## config.mk

```make
export PLATFORM = sky130hd
export DESIGN_NAME = fpu_selftest
export DESIGN_NICKNAME = d
export VERILOG_FILES = /design/src/rtl/fpu_selftest.sv
export SDC_FILE = /design/constraint.sdc
export NUM_CORES = 2
export LEC_CHECK = 0
export BUFFER_PORTS_ARGS = -buffer_cell sky130_fd_sc_hd__buf_2
export CAP_MARGIN = 10
export CORE_UTILIZATION = 50
export DETAILED_ROUTE_END_ITERATION = 10
export PLACE_DENSITY = 0.67
export SLEW_MARGIN = 20
export SYNTH_ARGS = -nofsm -noshare
export SYNTH_HDL_FRONTEND = slang
export SYNTH_SLANG_ARGS = --single-unit
```

## constraint.sdc

```tcl
create_clock -name clk -period 21.9 [get_ports clk]
set_clock_uncertainty 0.15 [all_clocks]
set_input_delay 1.095 -clock clk [delete_from_list [all_inputs] [get_ports clk]]
set_output_delay 1.095 -clock clk [all_outputs]
set_load 0.005 [all_outputs]
```

## src/rtl/fpu_selftest.sv

```systemverilog
// On-chip stimulus/checker for the fpu block: replays a loadable vector memory through the fpu
// and compares each result against its expected value within an integer tolerance.
module fpu_selftest #(
  parameter int unsigned NUM_VECTORS = 10,
  parameter int unsigned AW          = 4,
  parameter int unsigned LATENCY     = 2,
  parameter int unsigned TOL         = 1
) (
  input  logic          clk,
  input  logic          rst_n,
  input  logic          vec_we,
  input  logic [AW-1:0] vec_addr,
  input  logic [31:0]   vec_a,
  input  logic [31:0]   vec_b,
  input  logic [1:0]    vec_op,
  input  logic [31:0]   vec_exp,
  input  logic          start,
  input  logic          abort,
  output logic [31:0]   fpu_a,
  output logic [31:0]   fpu_b,
  output logic [1:0]    fpu_opcode,
  input  logic [31:0]   fpu_outp,
  output logic          busy,
  output logic          done,
  output logic          pass,
  output logic [AW:0]   fail_count,
  output logic [AW-1:0] first_fail_idx,
  output logic [31:0]   first_fail_out
);

  localparam int unsigned WW = (LATENCY > 1) ? $clog2(LATENCY) : 1;
  localparam int unsigned FW = AW + 1;

  if (NUM_VECTORS < 1 || NUM_VECTORS > (1 << AW)) begin : g_bad_num_vectors
    $error("NUM_VECTORS must lie in 1..2^AW");
  end
  if (LATENCY < 1) begin : g_bad_latency
    $error("LATENCY must be at least 1");
  end

  typedef enum logic [2:0] {StIdle, StApply, StWait, StCheck, StDone} state_e;

  state_e          state_q, state_d;
  logic [AW-1:0]   idx_q, idx_d;
  logic [WW-1:0]   wcnt_q, wcnt_d;
  logic [31:0]     a_q, a_d;
  logic [31:0]     b_q, b_d;
  logic [1:0]      op_q, op_d;
  logic [31:0]     exp_q, exp_d;
  logic [FW-1:0]   fcnt_q, fcnt_d;
  logic [AW-1:0]   ffi_q, ffi_d;
  logic [31:0]     ffo_q, ffo_d;

  // Entry layout: {op[97:96], a[95:64], b[63:32], exp[31:0]}; not reset.
  logic [97:0]     mem [NUM_VECTORS];
  logic [97:0]     entry;
  logic [31:0]     diff;
  logic            mismatch;
  logic            running;

  assign running = (state_q == StApply) || (state_q == StWait) || (state_q == StCheck);

  always_ff @(posedge clk) begin
    if (vec_we && !running && (32'(vec_addr) < NUM_VECTORS)) begin
      mem[vec_addr] <= {vec_op, vec_a, vec_b, vec_exp};
    end
  end

  assign entry = mem[idx_q];

  // Absolute difference taken on the larger-minus-smaller so it never wraps.
  always_comb begin
    diff = '0;
    if (exp_q >= fpu_outp) begin
      diff = exp_q - fpu_outp;
    end else begin
      diff = fpu_outp - exp_q;
    end
    mismatch = (diff > TOL);
  end

  always_comb begin
    state_d = state_q;
    idx_d   = idx_q;
    wcnt_d  = wcnt_q;
    a_d     = a_q;
    b_d     = b_q;
    op_d    = op_q;
    exp_d   = exp_q;
    fcnt_d  = fcnt_q;
    ffi_d   = ffi_q;
    ffo_d   = ffo_q;

    if (abort) begin
      state_d = StIdle;
    end else begin
      case (state_q)
        StIdle, StDone: begin
          if (start) begin
            state_d = StApply;
            idx_d   = '0;
            fcnt_d  = '0;
            ffi_d   = '0;
            ffo_d   = '0;
          end
        end
        StApply: begin
          op_d    = entry[97:96];
          a_d     = entry[95:64];
          b_d     = entry[63:32];
          exp_d   = entry[31:0];
          wcnt_d  = WW'(LATENCY - 1);
          state_d = StWait;
        end
        StWait: begin
          if (wcnt_q == '0) begin
            state_d = StCheck;
          end else begin
            wcnt_d = wcnt_q - 1'b1;
          end
        end
        StCheck: begin
          if (mismatch) begin
            if (fcnt_q == '0) begin
              ffi_d = idx_q;
              ffo_d = fpu_outp;
            end
            if (fcnt_q != '1) begin
              fcnt_d = fcnt_q + 1'b1;
            end
          end
          if (idx_q == AW'(NUM_VECTORS - 1)) begin
            state_d = StDone;
          end else begin
            idx_d   = idx_q + 1'b1;
            state_d = StApply;
          end
        end
        default: state_d = StIdle;
      endcase
    end
  end

  always_ff @(posedge clk or negedge rst_n) begin
    if (!rst_n) begin
      state_q <= StIdle;
      idx_q   <= '0;
      wcnt_q  <= '0;
      a_q     <= '0;
      b_q     <= '0;
      op_q    <= 2'b00;
      exp_q   <= '0;
      fcnt_q  <= '0;
      ffi_q   <= '0;
      ffo_q   <= '0;
    end else begin
      state_q <= state_d;
      idx_q   <= idx_d;
      wcnt_q  <= wcnt_d;
      a_q     <= a_d;
      b_q     <= b_d;
      op_q    <= op_d;
      exp_q   <= exp_d;
      fcnt_q  <= fcnt_d;
      ffi_q   <= ffi_d;
      ffo_q   <= ffo_d;
    end
  end

  assign fpu_a          = a_q;
  assign fpu_b          = b_q;
  assign fpu_opcode     = op_q;
  assign busy           = running;
  assign done           = (state_q == StDone);
  assign pass           = done && (fcnt_q == '0);
  assign fail_count     = fcnt_q;
  assign first_fail_idx = ffi_q;
  assign first_fail_out = ffo_q;

endmodule
```

==> results.tsv <==
metric	value	unit
grt_usage	24.9	%
crit_path_max_fanout	79	
fp.dieW	309	um
synth_cell_types	76	
clockPowerShare	36.3	%
post-route-period-util	25.9	%
initialDrtViolationCount	2340	
clockBufferDepth	3	
avgSynthCellArea	15.6	um2
wl_per_cell	25.8	um
drive_gt1_share	25.7	%
drc_errors	0	
htree_levels	3	
vdd_drop_max	0.0771	mV
worst_path_largest_cell_delay	1050	ps
internal_power	3.96	mW
overflow	0	
busiest_layer	met2	
ctsResizeCount	0	
grt_pass1_vias	28300	
startpoint_type	primary input	
grt_pass1_wl	177	mm
drv_cap	0	
arrival	6080	ps
setup_tns	0	ps
tritoncts	yes	
use_met2	41.1	%
yosysTopAreaCell	edfxtp_1	
p_seq_share	46.7	%
power_frac_comb	17.1	%
rsz0062_at_grt	no	
clkLatencyLatePin	680	ps
synthTopCellsByArea	edfxtp_1 (62%), dfrtp_1 (7.8%), mux2_2 (6.1%)	
vias	27500	
use_met3	3.86	%
clock_sinks	1127	
cpMostUsedCell	a21o_1	
timing.slew.headroom	23.2	%
cp_slowest_cell	a2111oi_4	
fmaxAchievable	177	MHz
n_fill_cell	7231	
cts.clk_slew.worst_paths	60	ps
min_path_type	in -> async	
met1_usage	34.6	%
worstMarginPinSlew	1150	ps
crit_path_end_kind	flip-flop	
ys_seq_elements	1127	
ys_seq_area_share	70.3	%
holdWs	220	ps
routed_wl	118	mm
coreArea	93300	um2
io_pins	249	
area_growth	13.5	%
p_sw	1.47	mW
grt_max_degree	99	
swShare	27.0	%
postCtsHoldBufs	0	
synthTopCellsByCount	edfxtp_1 (980), mux2_2 (256), nor2_1 (214)	
hold_viol_final	0	
drt_pass1_iterations	7	
outcome	complete, no violations	
critPathKind	in -> reg	
synth_area	47100	um2
finalSetupViolations	0	
cp.required	22320	ps
synthFlopType	edfxtp_1	
synth_edf_count	980	
antenna_found_initial	23	
finalNetCount	3446	
p_leak	18.2	nW
ctsRootBufferMaster	clkbuf_16	
synth.yosys.warnings	0	
std_cell_rows	112	
path_cells	buf_2 > inv_1 > ha_1 > a21o_1 > a21o_1 > a21oi_2 > o21ai_2 > a2111oi_4 > nand2_1 > o211ai_1 > o2111ai_1 > a2111o_1 > nor4_4 > buf_4 > nor3_1 > mux2_2	
via_per_inst	5.99	
cts_buffers	111	
period_minus_slack	5660	ps
hpwlAfterDp	67.7	mm
design.die.area	95400	um2
yosysMostFrequentCell	edfxtp_1	
p_per_area	102	nW/um2
die_y	309	um
netlist.area_leader.share	62.5	%
postSynthCellCount	3022	
syn_nets	3231	
ant_nets	0	
place.gp.congestion	0.906	
portBuffers	248	
post-cts-setup-buffers	0	
async_flop_share	13.0	%
start_util	50.5	%
slew_violations	0	
==> worst max-delay path: cells and delay by family <==
kind,cells,cell delay [ps]
multiplexers,1,300
AO/OA/AOI/OAI,8,2690
AND/OR/NAND/NOR,3,680
adder cells (fa/ha/maj),1,480
buffers and inverters,3,780
==> power by group through the flow <==
stage	combinational, mW	sequential [mW]	clock, mW
after floorplan	0.606	2.54	0
after global placement	0.918	2.57	0
after detailed placement	0.916	2.58	0
after CTS	0.922	2.53	2.01
after global routing	1.01	2.54	2.09
final	0.926	2.53	1.97
==> metrics by stage <==
stage	power (mW)	worst slack, ps	cell area, um2	instances	utilization (%)
floorplan	3.15	12750	47100	3022	-
global placement	3.49	15810	49600	4378	53.2
detailed placement	3.49	15620	49600	4378	53.2
CTS	5.46	16370	53400	4588	57.3
global route	5.65	15960	53500	4593	57.3
finish	5.43	16240	53500	4595	57.3
==> cells in the final DEF, fill, tap and decap left out, types with 18 or more instances in the layout <==
master     synthesis  routed
mux2i_1           44      44
buf_2             21     247
a21o_1            20      20
mux2_2           256     256
edfxtp_1         980     980
o41ai_1           33      33
buf_4              2      41
o221ai_1          44      44
a31oi_1           85      85
clkbuf_1         121      24
clkinv_2           0      26
dfrtp_1          147     143
o21ai_0           79      79
clkbuf_16          0     114
mux4_2            98      98
nor3_1            80      77
o22ai_1           63      63
nand2_1          105     102
a21oi_1          206     206
nor2_1           214     207
ha_1              68      68
inv_1             82      82
xnor2_1           18      18
==> sequential cells by signal, summed over array words and instances (netlist names) <==
signal	count
exp_q	32
fail_count	5
first_fail_idx	4
first_fail_out	32
fpu_a	32
fpu_b	32
fpu_opcode	2
idx_q	4
mem	980
state_q	3
wcnt_q	1
==> cells by family after synthesis <==
family	share of synthesized area, %
xor+xnor	0.539
fa+ha+maj	1.89
mux	11.7
compound gates	8.44
simple gates	4.81
buf+inv	2.29
flops	70.3
==> area by class of cell <==
class	count	area, um2	share of cell area, %
tap	1254	1570	2.93
clock inverter	60	718	1.34
antenna	7	17.5	0.0328
inverter	82	308	0.576
timing repair buffer	292	1620	3.02
clock buffer	150	3110	5.81
sequential	1127	33100	61.9
multi-input combinational	1623	13000	24.3
==> per-layer routing <==
metal	wire length, um	part of all wire [%]
met2	57800	49
met5	140	0.12
met1	50900	43
met3	7610	6.4
met4	1960	1.7
==> path summary, 6_finish.rpt <==
| kind | from | endpoint | slack (ps) | depth (start not counted) |
|---|---|---|---|---|
| min in group clk | first_fail_out[28]$_DFFE_PN0P_ | first_fail_out[28]$_DFFE_PN0P_ | 340 | 2 |
| worst max register to register | exp_q[17]$_DFFE_PN0P_ | fail_count[3]$_DFFE_PN0P_ | 16280 | 14 |
| worst min-delay path | rst_n | fpu_b[25]$_DFFE_PN0P_ | 220 | 1 |
| max in group asynchronous | rst_n | first_fail_idx[2]$_DFFE_PN0P_ | 20040 | 2 |
| worst max-delay path | fpu_outp[17] | fail_count[3]$_DFFE_PN0P_ | 16240 | 16 |
| worst min register to register | first_fail_out[28]$_DFFE_PN0P_ | first_fail_out[28]$_DFFE_PN0P_ | 340 | 2 |
No activity file was read; power rests on OpenSTA's default activity.
